`src/rtl/riscv_ctrl_pkg.sv`:
```
// Shared constants for the RV32I multi-cycle control path: opcodes, ALU codes,
// ALU B-select codes and the 4-bit sequencer state encoding.
package riscv_ctrl_pkg;

  localparam logic [6:0] OP_R      = 7'b0110011;
  localparam logic [6:0] OP_I      = 7'b0010011;
  localparam logic [6:0] OP_LOAD   = 7'b0000011;
  localparam logic [6:0] OP_STORE  = 7'b0100011;
  localparam logic [6:0] OP_BRANCH = 7'b1100011;

  localparam logic [1:0] ALUOP_ADD   = 2'b00;
  localparam logic [1:0] ALUOP_SUB   = 2'b01;
  localparam logic [1:0] ALUOP_FUNCT = 2'b10;

  localparam logic [1:0] ALUB_RS2  = 2'b00;
  localparam logic [1:0] ALUB_FOUR = 2'b01;
  localparam logic [1:0] ALUB_IMM  = 2'b10;
  localparam logic [1:0] ALUB_BOFF = 2'b11;

  typedef enum logic [3:0] {
    S_RESET    = 4'd0,
    S_FETCH    = 4'd1,
    S_DECODE   = 4'd2,
    S_EXEC_R   = 4'd3,
    S_EXEC_I   = 4'd4,
    S_ALU_WB   = 4'd5,
    S_MEM_ADDR = 4'd6,
    S_MEM_RD   = 4'd7,
    S_MEM_WB   = 4'd8,
    S_MEM_WR   = 4'd9,
    S_BRANCH   = 4'd10,
    S_TRAP     = 4'd11
  } state_t;

  // Dispatch target out of DECODE; anything unsupported lands in the trap.
  function automatic state_t decode_next(input logic [6:0] op);
    case (op)
      OP_R:              return S_EXEC_R;
      OP_I:              return S_EXEC_I;
      OP_LOAD, OP_STORE: return S_MEM_ADDR;
      OP_BRANCH:         return S_BRANCH;
      default:           return S_TRAP;
    endcase
  endfunction

endpackage

```
`src/rtl/mem_wait_timer.sv`:
```
// Counts cycles spent waiting on mem_ready; flags the cycle in which the
// MEM_TIMEOUT-th consecutive not-ready cycle occurs (MEM_TIMEOUT = 0 disables).
module mem_wait_timer #(
  parameter int unsigned MEM_TIMEOUT = 15,
  parameter int unsigned TMO_W       = 4
) (
  input  logic clk,
  input  logic rst_n,
  input  logic clr,
  input  logic en,
  output logic timeout
);

  localparam logic [TMO_W-1:0] LAST = TMO_W'(MEM_TIMEOUT - 32'd1);

  logic [TMO_W-1:0] cnt_r;

  // Wait-cycle counter: cleared on state entry, advanced per not-ready cycle.
  always_ff @(posedge clk or negedge rst_n) begin
    if (!rst_n) begin
      cnt_r <= '0;
    end else if (clr) begin
      cnt_r <= '0;
    end else if (en) begin
      cnt_r <= cnt_r + 1'b1;
    end else begin
      cnt_r <= cnt_r;
    end
  end

  assign timeout = (MEM_TIMEOUT != 32'd0) && en && (cnt_r == LAST);

endmodule

```
`src/rtl/multicycle_control_fsm.sv`:
```
// Multi-cycle RV32I control sequencer (R, ADDI-class, LW, SW, BEQ) driving the
// shared ALU, register file and unified memory port, with a memory-wait timeout.
module multicycle_control_fsm
  import riscv_ctrl_pkg::*;
#(
  parameter int unsigned MEM_TIMEOUT = 15,
  parameter int unsigned TMO_W       = 4
) (
  input  logic       clk,
  input  logic       rst_n,
  input  logic [6:0] opcode,
  input  logic       mem_ready,
  input  logic       zero,
  output logic       mem_read,
  output logic       mem_write,
  output logic       iord,
  output logic       ir_write,
  output logic       pc_en,
  output logic       pc_source,
  output logic       alu_src_a,
  output logic [1:0] alu_src_b,
  output logic [1:0] alu_op,
  output logic       mem_to_reg,
  output logic       reg_write,
  output logic       illegal_op,
  output logic       bus_err,
  output logic [3:0] state
);

  state_t state_r, state_next_s;
  logic   is_store_r, illegal_op_r, bus_err_r;
  logic   waiting_s, timeout_s, pc_write_s, pc_write_cond_s;

  assign waiting_s = (state_r == S_FETCH) || (state_r == S_MEM_RD) || (state_r == S_MEM_WR);

  mem_wait_timer #(.MEM_TIMEOUT(MEM_TIMEOUT), .TMO_W(TMO_W)) u_wait (
    .clk     (clk),
    .rst_n   (rst_n),
    .clr     (state_next_s != state_r),
    .en      (waiting_s && !mem_ready),
    .timeout (timeout_s)
  );

  // State, load/store memory across MEM_ADDR, and the two sticky error flags.
  always_ff @(posedge clk or negedge rst_n) begin
    if (!rst_n) begin
      state_r      <= S_RESET;
      is_store_r   <= 1'b0;
      illegal_op_r <= 1'b0;
      bus_err_r    <= 1'b0;
    end else begin
      state_r      <= state_next_s;
      is_store_r   <= (state_r == S_DECODE) ? (opcode == OP_STORE) : is_store_r;
      illegal_op_r <= illegal_op_r | ((state_r == S_DECODE) && (decode_next(opcode) == S_TRAP));
      bus_err_r    <= bus_err_r | timeout_s;
    end
  end

  // Next-state: wait states exit on ready, trap on timeout, otherwise hold.
  always_comb begin
    state_next_s = state_r;
    case (state_r)
      S_RESET:    state_next_s = S_FETCH;
      S_FETCH:    if (mem_ready) state_next_s = S_DECODE;
                  else if (timeout_s) state_next_s = S_TRAP;
                  else state_next_s = state_r;
      S_DECODE:   state_next_s = decode_next(opcode);
      S_EXEC_R:   state_next_s = S_ALU_WB;
      S_EXEC_I:   state_next_s = S_ALU_WB;
      S_ALU_WB:   state_next_s = S_FETCH;
      S_MEM_ADDR: state_next_s = is_store_r ? S_MEM_WR : S_MEM_RD;
      S_MEM_RD:   if (mem_ready) state_next_s = S_MEM_WB;
                  else if (timeout_s) state_next_s = S_TRAP;
                  else state_next_s = state_r;
      S_MEM_WB:   state_next_s = S_FETCH;
      S_MEM_WR:   if (mem_ready) state_next_s = S_FETCH;
                  else if (timeout_s) state_next_s = S_TRAP;
                  else state_next_s = state_r;
      S_BRANCH:   state_next_s = S_FETCH;
      S_TRAP:     state_next_s = S_TRAP;
      default:    state_next_s = S_TRAP;
    endcase
  end

  // Datapath controls decoded from the state register; ir_write/pc_en also follow mem_ready.
  always_comb begin
    mem_read        = 1'b0;
    mem_write       = 1'b0;
    iord            = 1'b0;
    ir_write        = 1'b0;
    pc_source       = 1'b0;
    alu_src_a       = 1'b0;
    alu_src_b       = ALUB_RS2;
    alu_op          = ALUOP_ADD;
    mem_to_reg      = 1'b0;
    reg_write       = 1'b0;
    pc_write_s      = 1'b0;
    pc_write_cond_s = 1'b0;
    case (state_r)
      S_FETCH: begin
        mem_read  = 1'b1;
        alu_src_b = ALUB_FOUR;
        if (mem_ready) begin
          ir_write   = 1'b1;
          pc_write_s = 1'b1;
        end else begin
          ir_write   = 1'b0;
          pc_write_s = 1'b0;
        end
      end
      S_DECODE:   alu_src_b = ALUB_BOFF;
      S_EXEC_R: begin
        alu_src_a = 1'b1;
        alu_op    = ALUOP_FUNCT;
      end
      S_EXEC_I: begin
        alu_src_a = 1'b1;
        alu_src_b = ALUB_IMM;
        alu_op    = ALUOP_FUNCT;
      end
      S_ALU_WB:   reg_write = 1'b1;
      S_MEM_ADDR: begin
        alu_src_a = 1'b1;
        alu_src_b = ALUB_IMM;
      end
      S_MEM_RD: begin
        mem_read = 1'b1;
        iord     = 1'b1;
      end
      S_MEM_WB: begin
        reg_write  = 1'b1;
        mem_to_reg = 1'b1;
      end
      S_MEM_WR: begin
        mem_write = 1'b1;
        iord      = 1'b1;
      end
      S_BRANCH: begin
        alu_src_a       = 1'b1;
        alu_op          = ALUOP_SUB;
        pc_source       = 1'b1;
        pc_write_cond_s = 1'b1;
      end
      default: begin
        mem_read = 1'b0;
      end
    endcase
    pc_en = pc_write_s | (pc_write_cond_s & zero);
  end

  assign illegal_op = illegal_op_r;
  assign bus_err    = bus_err_r;
  assign state      = state_r;

endmodule
```
`config.mk`:
```
export PLATFORM = sky130hd
export DESIGN_NAME = multicycle_control_fsm
export DESIGN_NICKNAME = d
export VERILOG_FILES = /design/src/rtl/riscv_ctrl_pkg.sv /design/src/rtl/mem_wait_timer.sv /design/src/rtl/multicycle_control_fsm.sv
export SDC_FILE = /design/constraint.sdc
export NUM_CORES = 1
export LEC_CHECK = 0
export ABC_AREA = 1
export CORE_UTILIZATION = 42
export DETAILED_ROUTE_END_ITERATION = 6
export PLACE_DENSITY = 0.75
export SYNTH_ARGS = -nofsm -noshare
export SYNTH_HDL_FRONTEND = slang
export SYNTH_SLANG_ARGS = --single-unit
```
`constraint.sdc`:
```
create_clock -name clk -period 1.7 [get_ports clk]
set_clock_uncertainty 0.15 [all_clocks]
set_input_delay 0.34 -clock clk [delete_from_list [all_inputs] [get_ports clk]]
set_output_delay 0.34 -clock clk [all_outputs]
set_load 0.02 [all_outputs]
```
; After elaboration in Yosys (flattened, before gate mapping)
; Index checks and enable logic that the tools add are counted.
[totals]
reg_bits = 11
inputBits = 11
out_inout_bits = 19
elab_cells = 64
[op_classes]
n_addsub = 1
n_eq_ne = 18
mux = 20
n_bitwise = 4
reduce_logical = 16
[ops]
columns = op, count
row1 = $mux W4, 7
row2 = $pmux W4 S7, 1
row3 = $eq A4 B4 Y1 const B, 5
row4 = $eq A4 B3 Y1 const B, 4
row5 = $pmux W4 S4, 1
row6 = $eq A7 B6 Y1 const B, 2
row7 = $reduce_or A2 Y1, 6
row8 = $mux W1, 9
row9 = $eq A4 B2 Y1 const B, 2
row10 = $reduce_or A4 Y1, 2
row11 = $eq A7 B2 Y1 const B, 1
row12 = $eq A7 B5 Y1 const B, 1
row13 = $eq A7 B7 Y1 const B, 1
row14 = $pmux W2 S3, 1
row15 = $add A4 B1 Y4 const B, 1
row16 = $eq A4 B1 Y1 const B, 1
row17 = $logic_not A4 Y1, 1
row18 = $ne A4 B4 Y1, 1
row19 = $pmux W2 S2, 1
row20 = $logic_and A1 B1 Y1, 3
row21 = $or A1 B1 Y1, 3
row22 = $logic_or A1 B1 Y1, 2
row23 = $reduce_bool A2 Y1, 1
row24 = $and A1 B1 Y1, 1
row25 = $logic_not A1 Y1, 1

; Longest topological paths before layout
; Gate-level depths: netlist of the first run.
[depth]
depth_word = 10
mapped_depth = 13
depth_no_buf = 12

; By module
; From an unflattened synthesis of the first run, not the netlist that was laid out.
[hier_totals]
hier_cells = 146
hier_area_um2 = 902.1
[modules_own_cells]
columns = mod, n_inst, cells_each, area_per_inst_um2, seq_area_each_um2
row1 = multicycle_control_fsm, 1, 119, 680.7, 175.2
row2 = mem_wait_timer, 1, 27, 221.5, 100.1

; Least setup slack after synthesis of the first run
; No wires, ideal clock.
[synth_path]
path_kind = reg2reg
from = reg state_r[3], in the netlist state[3]
to = reg u_wait.cnt_r[2]
setup_time_ns = 0.080
arrival_ns = 1.704
t_required_ns = 1.470
setup_slack_ns = -0.234
path_stages_with_launch = 11
n_path_buf = 1
synth_period_minus_slack_ns = 1.934
cell_sequence = dfrtp_1 buf_6 nor2_1 nand2_2 nand2_1 a21oi_1 nand3_2 nand2_1 nand2_1 nand2_4 nor3_2
[synth_between]
elab_chain_len = 10
elab_cells_between_ends = 25
cone_classes = eq/ne (11) / mux (6) / reduce/logical (8)
[synth_rtl]
columns = item, line_no
row1 = "start, declared", multicycle_control_fsm.sv:30  ; state_t state_r, state_next_s;
row2 = "start signal, assigned", multicycle_control_fsm.sv:52  ; state_r <= state_next_s;
row3 = $eq A4 B1 Y1 or $eq A4 B3 Y1 (tied branches), "multicycle_control_fsm.sv:34, multicycle_control_fsm.sv:62"
row4 = $logic_or A1 B1 Y1 (2 in a row), multicycle_control_fsm.sv:34  ; assign waiting_s = (state_r == S_FETCH) || (state_r == S_MEM_RD) || (state_r == S_MEM_WR);
row5 = $logic_and A1 B1 Y1, multicycle_control_fsm.sv:40  ; .en (waiting_s && !mem_ready),
row6 = $logic_and A1 B1 Y1, mem_wait_timer.sv:31  ; assign timeout = (MEM_TIMEOUT != 32'd0) && en && (cnt_r == LAST);
row7 = $mux W4, "multicycle_control_fsm.sv:65, multicycle_control_fsm.sv:73, multicycle_control_fsm.sv:77"
row8 = "$mux W4, on equally long branches", "multicycle_control_fsm.sv:76, multicycle_control_fsm.sv:64, multicycle_control_fsm.sv:72"
row9 = $pmux W4 S7 *, multicycle_control_fsm.sv:62  ; case (state_r)
row10 = net state_next_s[0], multicycle_control_fsm.sv:30
row11 = $ne A4 B4 Y1 *, multicycle_control_fsm.sv:39  ; .clr (state_next_s != state_r),
row12 = $mux W4 or $reduce_bool A2 Y1 (tied branches), --
row13 = "end signal, assigned", mem_wait_timer.sv:25  ; cnt_r <= cnt_r + 1'b1;
row14 = "end signal, assigned", mem_wait_timer.sv:27  ; cnt_r <= cnt_r;
row15 = "end, declared", mem_wait_timer.sv:16  ; logic [TMO_W-1:0] cnt_r;
; The timed path passes the listed nets; every way through them passes the cells marked *.
; A chain may end at the register's enable or synchronous reset.

; Final worst setup path of the first run
[layout_path]
from = reg state_r[0], in the netlist state[0]
to = reg u_wait.cnt_r[0]
; The elaborated chain is that of the path after synthesis.

==> reports/results.tsv, run 1 <==
stage	metric	value	unit
outcome	violations	negative setup slack	
clock_network	cts_buffer_depth	2	
yosys	ys.flop_type	dfrtp_1	
outcome	status	finished with violations	
yosys	yosysMostFrequentCell	nand2_1	
placed_design	dp_cells	251	
job	maxCapViolCount	0	
detailed_routing	vias_per_cell	4.981	
yosys	synth_nets	172	
detailed_routing	dr.pass1.iters	4	
global_route	gr-total-overflow	0	
clock_network	numCtsBuffers	3	
yosys	yosysSeqAreaShare	26.51	%
sta	rsz0062_at_grt	true	
sta	setup_viol	18	
yosys	netlist.area_leader.share	26.51	%
global_route	first_global_vias	1283	
detailed_routing	drc_errors	0	
die	start_util	45.63	%
yosys	synth_largest_area_cell	dfrtp_1	
worst_setup_path	critPathCaptureType	flip-flop	
sta	layout_min_cycle_time	1.921	ns
final_layout	syn_to_final_growth	87.83	%
sta	post-route-period-util	113.0	%
die	dieArea	2675	um2
sta	fmax	0.5206	GHz
detailed_routing	vias	1315	
sta	worst_pin_slew	0.5136	ns
detailed_routing	drtIter0Drc	18	
sta	whs	0.2423	ns
worst_setup_path	crit_required	1.75	ns
yosys	avgSynthCellArea	6.531	um2
final_layout	fin_util	85.71	%
global_route	use_met1	30.56	%
placed_design	routabilityCongestion	0.8585	
detailed_routing	avgRoutedWirePerCell	14.01	um
global_route	antenna_found_initial	0	
yosys	ys_warn_count	0	
placed_design	port_buffers	29	
clock_network	clock_latency	0.28	ns
power	power_density	1843	nW/um2
detailed_routing	wirelength	3.699	mm
worst_setup_path	critical_path.startpoint	state[0]$_DFF_PN0_	
yosys	netlist_top_cells_count	54 x nand2_1, 18 x inv_1, 14 x nor2_1, 13 x nand3_1, 11 x dfrtp_1	
worst_setup_path	worstReg2RegStart	state[0]$_DFF_PN0_	
worst_setup_path	start_kind	flip-flop	
global_route	met2_usage	52.16	%
die	io_pins	30	
sta	setup_ws	-0.2209	ns
die	core_area	2276	um2
placed_design	placed_area	1659	um2
final_layout	fin_cells	264	
power	cellLeakagePower	1.027	nW
placed_design	dp_hpwl	2.445	mm
clock_network	clock-root-buffer	clkbuf_4	
clock_network	clk_pin_slew	0.07	ns
yosys	netlist_area	1038	um2
final_layout	final_cell_area	1951	um2
power	ir_drop	1.348	mV
yosys	synth.ff_latch_count	11	
global_route	met3_usage	3.216	%
sta	worst_slew_margin_rel	65.65	%
yosys	synthCells	159	
global_route	grt_start_max_net_pins	12	
worst_hold_path	min_path_type	in -> async	
die	die_h	51.73	um
yosys	synthArstFlopShare	100.0	%
yosys	synth_area_leaders	dfrtp_1 27%, nand2_1 20%, inv_1 6.5%, nand3_1 6.3%, nand2_2 6.0%	
clock_network	cts_hold_buf	0	
final_layout	drive_gt1_share	57.63	%
worst_setup_path	cp_data_arrival_time	1.97	ns
global_route	top_usage_layer	met2	
yosys	synth-edff-count	0	
yosys	synth.distinct_cells	27	
sta	fin_tns_setup	-2.692	ns
worst_setup_path	critPathKind	reg -> reg	
clock_network	cts_tree	yes	
die	floorplan.rows	17	
global_route	track_usage	28.19	%
clock_network	htree_levels	1	
final_layout	num_antenna_cells	0	
sta	drv_slew	0	
worst_setup_path	critPathMaxFanout	5	
clock_network	cts_sinks	11	
final_layout	nets	250	
sta	hold_viol	0	
die	dieWidth	51.73	um
detailed_routing	ant_nets	0	
global_route	grt_pass1_wl	5.485	mm
==> cells by family (layout without fill, tap and decap cells) <==
kind of cell,after synthesis,in the layout,synth area share [%]
AO/OA/AOI/OAI,10,10,6.023
XOR/XNOR,3,3,2.531
buffers and inverters,27,104,10.84
adder cells (fa/ha/maj),2,2,2.409
AND/OR/NAND/NOR,106,106,51.69
flip-flops,11,11,26.51
==> flip-flops by register name (all words and copies together) (netlist names) <==
name          flops
state             4
u_wait.cnt_r      4
bus_err           1
illegal_op        1
is_store_r        1
==> per-stage QoR <==
stage	worst slack (ns)	power [mW]
2_1_floorplan	0.001279	1.730
3_3_place_gp	-0.4648	2.687
3_5_place_dp	-0.4700	2.728
4_1_cts	-0.1849	3.256
5_1_grt	-0.3047	3.830
6_report	-0.2209	3.594
==> routing by layer <==
layer | share of wire (%) | wire (um) | up-vias
met5 | 0 | 0 | -
met4 | 3.6 | 133 | 0
met3 | 4.2 | 155 | 18
met2 | 53 | 1950 | 40
met1 | 39 | 1460 | 610
li1 | - | - | 647
==> cell type report <==
class	count	area (um2)
repair buffers	75	660.6
multi-input cells	121	845.8
clock buffers	4	26.28
well taps	28	35.03
fillers	132	325.3
flip-flops and latches	11	280.3
inverters	25	102.6
==> layout by cell type (no fill, tap or decap), types with 3 or more instances in the layout <==
cell | Yosys | routed
buf_6 | 1 | 20
nor3_2 | 5 | 4
nor2_2 | 2 | 5
buf_4 | 1 | 39
inv_4 | 0 | 3
inv_1 | 18 | 14
clkdlybuf4s50_1 | 0 | 10
inv_2 | 6 | 7
clkbuf_4 | 0 | 3
dfrtp_2 | 0 | 4
nand2_2 | 10 | 18
nor2_1 | 14 | 7
nand2_4 | 1 | 10
nor2_4 | 2 | 6
clkbuf_2 | 0 | 3
nand3_4 | 2 | 4
dfrtp_1 | 11 | 7
nand3_1 | 13 | 9
nand3_2 | 1 | 3
nand2_1 | 54 | 36
==> final timing paths <==
| kind | to | slack, ns | depth (start not counted) |
|---|---|---|---|
| worst max-delay path | u_wait.cnt_r[0]$_DFFE_PN0P_ | -0.22 | 13 |
| worst min-delay path | u_wait.cnt_r[2]$_DFFE_PN0P_ | 0.24 | 1 |
| worst max register to register | u_wait.cnt_r[0]$_DFFE_PN0P_ | -0.22 | 13 |
| worst min register to register | illegal_op$_DFF_PN0_ | 0.33 | 1 |
| max in group asynchronous | state[3]$_DFF_PN0_ | 0.78 | 1 |
| min in group clk | illegal_op$_DFF_PN0_ | 0.33 | 1 |
==> worst max-delay path, cell delays in order (launching register included) <==
cell	delay (ns)
dfrtp_2	0.45
inv_4	0.11
nand2_4	0.07
inv_4	0.07
buf_4	0.11
nand2_2	0.05
buf_4	0.13
a21oi_1	0.11
nor2_1	0.08
nand3_2	0.08
nand2_1	0.06
nand2_2	0.09
nand2_4	0.08
nor3_2	0.17
==> report_power, final <==
part           switching (mW)  total, mW  internal [mW]
clock                  0.0981      0.189         0.0914
combinational            1.64       2.97           1.33
sequential             0.0983      0.439          0.341
total                    1.83       3.59           1.76
==> what timing repair did <==
| item | in CTS | in global routing |
|---|---|---|
| resized for setup | 113 | 34 |
| endpoints found under the setup margin | 24 | 24 |
| cloned | 0 | 0 |
| pin swaps | 11 | 13 |
| setup buffers | 9 | 1 |
(Power assumes the default switching activity.)
==> run 2, diff against run 1 <==
--- a/config.mk
+++ b/config.mk
@@ -6,6 +6,7 @@
 export NUM_CORES = 1
 export LEC_CHECK = 0
 export ABC_AREA = 1
+export CORE_ASPECT_RATIO = 0.6
 export CORE_UTILIZATION = 42
 export DETAILED_ROUTE_END_ITERATION = 6
 export PLACE_DENSITY = 0.75
==> reports/results.tsv, run 2 (same netlist as run 1, synthesis figures left out) <==
stage	metric	value	unit
placed_design	routabilityCongestion	0.8763	
worst_setup_path	cp_data_arrival_time	2.10	ns
final_layout	num_antenna_cells	0	
worst_setup_path	crit_slowest_cell	dfrtp_2	
worst_setup_path	worstReg2RegStart	state[0]$_DFF_PN0_	
sta	setup_ws	-0.3845	ns
worst_setup_path	critPathTopFamily	simple AND/OR/NAND/NOR gates	
sta	hold_viol	0	
final_layout	drive_gt1_share	58.20	%
sta	fmax	0.4797	GHz
clock_network	cts_tree	yes	
job	maxCapViolCount	0	
power	cellLeakagePower	1.098	nW
placed_design	placed_area	1677	um2
worst_setup_path	crit_required	1.72	ns
die	dieArea	2682	um2
clock_network	cts_sinks	11	
final_layout	syn_to_final_growth	100.6	%
final_layout	fin_cells	274	
sta	worst_pin_slew	0.5519	ns
sta	post-route-period-util	122.6	%
worst_setup_path	critPathKind	reg -> reg	
die	dieWidth	66.20	um
global_route	antenna_found_initial	0	
global_route	track_usage	29.51	%
placed_design	preCtsSetupSlack	-0.4546	ns
global_route	grt_start_max_net_pins	12	
detailed_routing	dr.pass1.iters	5	
outcome	status	finished with violations	
detailed_routing	avgRoutedWirePerCell	20.46	um
final_layout	layout_common_cells	40 x buf_4, 34 x nand2_1, 25 x buf_6	
global_route	first_global_vias	1252	
detailed_routing	vias	1587	
worst_setup_path	critPathMaxFanout	4	
sta	worst_slew_margin_rel	63.09	%
detailed_routing	vias_per_cell	5.792	
placed_design	dp_cells	255	
clock_network	clock_latency	0.26	ns
power	power_density	1934	nW/um2
worst_setup_path	critPathCaptureType	flip-flop	
global_route	gr-total-overflow	0	
global_route	grt_pass1_wl	5.561	mm
placed_design	dp_hpwl	2.652	mm
sta	drv_slew	0	
worst_setup_path	max_stage_delay	0.45	ns
worst_setup_path	path_buf_inv	3	
placed_design	port_buffers	29	
power	ir_drop	1.245	mV
final_layout	final_common_cell	buf_4	
detailed_routing	drtIter0Drc	181	
sta	setup_viol	22	
detailed_routing	drc_errors	0	
worst_setup_path	path_cells	inv_4, nand2_4, buf_4, buf_4, nor2_4, nand2_1, nor2_1, nor2_2, nand2_2, nand2_1, nand2_2, nand3_4, nor3_2	
clock_network	clock-root-buffer	clkbuf_8	
detailed_routing	wirelength	5.606	mm
die	io_pins	30	
clock_network	cts_buffer_depth	2	
die	floorplan.rows	13	
worst_setup_path	r2r_cells	13	
clock_network	numCtsBuffers	3	
worst_setup_path	worstReg2RegEnd	u_wait.cnt_r[2]$_DFFE_PN0P_	
die	start_util	46.27	%
sta	layout_min_cycle_time	2.085	ns
worst_hold_path	min_path_type	in -> async	
final_layout	nets	258	
clock_network	htree_levels	1	
outcome	violations	negative setup slack	
worst_setup_path	start_kind	flip-flop	
sta	whs	0.2898	ns
die	core_area	2245	um2
sta	rsz0062_at_grt	true	
clock_network	cts_hold_buf	0	
die	die_h	40.52	um
detailed_routing	ant_nets	0	
clock_network	clk_pin_slew	0.06	ns
final_layout	final_cell_area	2083	um2
worst_setup_path	ff2ff_setup_slack	-0.38	ns
==> run 2: area by class of cell <==
cell class | instances | area [um2]
multi-input combinational | 121 | 855.8
timing repair buffer | 83 | 768.2
sequential | 11 | 280.3
fill | 78 | 161.4
inverter | 25 | 96.34
clock buffer | 4 | 45.04
tap | 30 | 37.54
==> run 2: layer usage <==
metal  part of all wire [%]  track usage [%]  routed length [um]
met1                     37            37.08                2083
met2                     45            52.55                2548
met3                     12            7.386                 646
met4                    5.8            6.383                 327
met5                      0                0                   0
==> run 2: worst max path at each step <==
stage	start	end	slack, ns	depth (start not counted)
6_report	state[0]$_DFF_PN0_	u_wait.cnt_r[2]$_DFFE_PN0P_	-0.38	13
5_1_grt	state[2]$_DFF_PN0_	u_wait.cnt_r[2]$_DFFE_PN0P_	-0.40	13
4_1_cts	state[3]$_DFF_PN0_	u_wait.cnt_r[2]$_DFFE_PN0P_	-0.24	13
3_3_place_gp	mem_ready	pc_en	-0.42	4
3_5_place_dp	mem_ready	pc_en	-0.45	4
2_1_floorplan	state[3]$_DFF_PN0_	u_wait.cnt_r[2]$_DFFE_PN0P_	0.001	12
==> run 2: worst register-to-register path: stages, from the launching register on <==
cell     delay (ns)
dfrtp_2        0.45
inv_4          0.11
nand2_4        0.06
buf_4          0.15
buf_4          0.13
nor2_4         0.12
nand2_1        0.07
nor2_1         0.17
nor2_2         0.08
nand2_2        0.08
nand2_1        0.07
nand2_2        0.08
nand3_4        0.11
nor3_2         0.16
==> run 2: stage by stage <==
| step | power [mW] | setup TNS, ns | util, % |
|---|---|---|---|
| 2_1_floorplan | 1.730 | 0 | - |
| 3_3_place_gp | 2.677 | -5.329 | 74.69 |
| 3_5_place_dp | 2.747 | -6.095 | 74.69 |
| 4_1_cts | 3.253 | -2.187 | 81.55 |
| 5_1_grt | 4.152 | -4.827 | 92.81 |
| 6_report | 4.030 | -4.180 | 92.81 |
==> run 2: repair_timing <==
| action | 4_1_cts | 5_1_grt |
|---|---|---|
| setup endpoints to repair | 22 | 23 |
| setup buffers | 5 | 11 |
| resized for setup | 99 | 47 |
| pin swaps | 14 | 26 |
==> run 2: power by group <==
| group | switching, mW | total (mW) | internal [mW] |
|---|---|---|---|
| Clock | 0.120 | 0.286 | 0.166 |
| Combinational | 1.84 | 3.28 | 1.44 |
| Sequential | 0.118 | 0.460 | 0.342 |
| Total | 2.08 | 4.03 | 1.95 |
==> run 3, diff against run 2 <==
--- a/config.mk
+++ b/config.mk
@@ -7,9 +7,11 @@
 export LEC_CHECK = 0
 export ABC_AREA = 1
 export CORE_ASPECT_RATIO = 0.6
-export CORE_UTILIZATION = 42
+export CORE_MARGIN = 2
+export CORE_UTILIZATION = 40
 export DETAILED_ROUTE_END_ITERATION = 6
-export PLACE_DENSITY = 0.75
+export PLACE_DENSITY = 0.74
 export SYNTH_ARGS = -nofsm -noshare
 export SYNTH_HDL_FRONTEND = slang
+export SYNTH_HIERARCHICAL = 1
 export SYNTH_SLANG_ARGS = --single-unit
==> reports/results.tsv, run 3 <==
stage	metric	value	unit
outcome	status	finished with violations	
outcome	violations	design-rule violations, negative setup slack	
final_layout	fin_util	94.06	%
yosys	yosysSeqAreaShare	30.51	%
sta	setup_ws	-1.005	ns
final_layout	multiInputGateArea	755.7	um2
worst_setup_path	ff2ff_setup_slack	-1.01	ns
yosys	synth_nets	159	
placed_design	dp_hpwl	2.470	mm
worst_setup_path	start_kind	flip-flop	
worst_setup_path	critPathCaptureType	flip-flop	
worst_setup_path	worstReg2RegStart	state[0]$_DFF_PN0_	
sta	post-route-period-util	159.1	%
worst_setup_path	critical_path.startpoint	state[0]$_DFF_PN0_	
sta	worst_pin_slew	0.5441	ns
power	cellLeakagePower	1.114	nW
worst_setup_path	critPathKind	reg -> reg	
final_layout	seqCellArea	280.3	um2
final_layout	num_antenna_cells	0	
clock_network	cts_tree	yes	
power	ir_drop	0.3627	mV
die	floorplan.rows	13	
final_layout	layout_common_cells	49 x buf_4, 25 x nand2_1, 23 x buf_6	
clock_network	numCtsBuffers	3	
detailed_routing	drtIter0Drc	258	
global_route	antenna_found_initial	0	
yosys	yosysMostFrequentCell	nand2_1	
detailed_routing	dr.pass1.iters	7	
clock_network	cts_buffer_depth	2	
clock_network	cts_sinks	11	
yosys	ys_warn_count	6	
worst_setup_path	critical_path.endpoint	u_wait/cnt_r[3]$_DFFE_PN0P_	
clock_network	htree_levels	1	
worst_setup_path	crit_required	1.72	ns
final_layout	nFillCells	65	
sta	rsz0062_at_grt	true	
detailed_routing	avgRoutedWirePerCell	21.88	um
yosys	synthCells	146	
yosys	netlist_area	902.1	um2
sta	layout_min_cycle_time	2.705	ns
global_route	gr-total-overflow	0	
detailed_routing	ant_nets	0	
die	die_h	40.79	um
yosys	synthArstFlopShare	100.0	%
sta	fmax	0.3696	GHz
yosys	synth.ff_latch_count	11	
sta	drv_slew	0	
global_route	first_global_vias	1343	
final_layout	final_cell_area	2019	um2
clock_network	cts_hold_buf	0	
worst_hold_path	min_path_type	in -> async	
final_layout	drive_gt1_share	61.51	%
worst_setup_path	worstReg2RegEnd	u_wait/cnt_r[3]$_DFFE_PN0P_	
yosys	netlist_top_cells_count	47 x nand2_1, 21 x inv_1, 19 x nor2_1, 13 x nand3_1, 11 x dfrtp_1	
yosys	ys.flop_type	dfrtp_1	
yosys	synth_area_leaders	dfrtp_1 31%, nand2_1 20%, inv_1 8.7%, nor2_1 7.9%, nand3_1 7.2%	
placed_design	port_buffers	29	
global_route	grt_start_max_net_pins	12	
die	core_area	2147	um2
clock_network	clk_pin_slew	0.05	ns
yosys	netlist.area_leader.share	30.51	%
sta	worst_slew_margin_rel	63.61	%
placed_design	routabilityCongestion	0.8795	
clock_network	clock-root-buffer	clkbuf_8	
placed_design	placed_area	1510	um2
detailed_routing	vias	1633	
detailed_routing	wirelength	5.886	mm
clock_network	clock_latency	0.24	ns
worst_setup_path	cp_data_arrival_time	2.72	ns
sta	hold_viol	0	
detailed_routing	drc_errors	1	
sta	fin_tns_setup	-9.972	ns
job	maxCapViolCount	0	
final_layout	nets	253	
worst_setup_path	critPathMaxFanout	4	
die	dieArea	2664	um2
yosys	synth.distinct_cells	19	
global_route	track_usage	33.79	%
yosys	avgSynthCellArea	6.179	um2
yosys	synth_largest_area_cell	dfrtp_1	
sta	setup_viol	23	
die	start_util	42.02	%
power	power_density	292.0	nW/um2
global_route	grt_pass1_wl	6.389	mm
yosys	synth-edff-count	0	
final_layout	syn_to_final_growth	123.9	%
final_layout	final_common_cell	buf_4	
die	dieWidth	65.31	um
worst_setup_path	r2r_cells	20	
detailed_routing	vias_per_cell	6.071	
die	io_pins	30	
[run 3: how the worst min path moves through the flow]
| stage | slack [ns] | endpoint |
|---|---|---|
| 2_1_floorplan | -0.11 | bus_err$_DFF_PN0_ |
| 3_3_place_gp | 0.31 | bus_err$_DFF_PN0_ |
| 3_5_place_dp | 0.31 | bus_err$_DFF_PN0_ |
| 4_1_cts | 0.30 | u_wait/cnt_r[1]$_DFFE_PN0P_ |
| 5_1_grt | 0.33 | u_wait/cnt_r[1]$_DFFE_PN0P_ |
| 6_report | 0.30 | u_wait/cnt_r[1]$_DFFE_PN0P_ |
[run 3: final cells by class]
cell class / count / area share [%]
repair buffers: 90 / 39.78
multi-input cells: 110 / 37.42
flip-flops and latches: 11 / 13.88
inverters: 24 / 4.833
clock buffers: 4 / 2.230
well taps: 30 / 1.859
[run 3: logic make-up after synthesis]
group,Yosys count,synth area share (%)
simple gates,98,50.07
flops,11,30.51
compound gates,10,5.825
fa+ha+maj,2,2.773
buf+inv,25,10.82
[run 3: layer usage]
| layer | part of all wire [%] | vias up | GRT usage (%) |
|---|---|---|---|
| li1 | - | 643 | - |
| met2 | 43 | 171 | 60.46 |
| met4 | 8.3 | 0 | 16.67 |
| met3 | 13 | 71 | 7.967 |
| met5 | 0 | - | 0 |
| met1 | 35 | 748 | 40.17 |
[run 3: through the flow]
step	instances	total power, mW	hold WS (ns)	setup slack (ns)
after CTS	257	0.5804	0.3041	-0.6372
final	269	0.5896	0.3036	-1.005
after floorplan	146	0.2772	-0.1056	-0.6197
after global placement	239	0.3159	0.3092	-0.6339
after global routing	269	0.6118	0.3323	-1.063
after detailed placement	239	0.3178	0.3084	-0.7306
[run 3: power by group]
group	internal [mW]	switching, mW	leakage [nW]	total (mW)
sequential	0.262	0	0.130	0.262
combinational	0.0305	0.0276	0.961	0.0581
clock	0.165	0.104	0.0228	0.269
[run 3: what timing repair did]
item | 4_1_cts | 5_1_grt
endpoints found under the setup margin | 25 | 25
setup buffers | 14 | 13
pin swaps | 9 | 21
resized for setup | 113 | 56
[run 3: worst max-delay path: stages, from the launching register on]
cell and delay [ns]:
dfrtp_2 0.39, inv_2 0.07, nor2_4 0.23, nand2_2 0.12, nand3_2 0.10, nand2_1 0.08, inv_2 0.07, nand2_2 0.07
nor2_4 0.13, inv_2 0.06, nand4_1 0.16, nand3_2 0.12, nand2_1 0.10, nand2_2 0.08, nor2_4 0.14, nand3_4 0.11
nor2_4 0.15, nor2_4 0.07, nand3_2 0.06, nand2_1 0.06, nor2_1 0.10
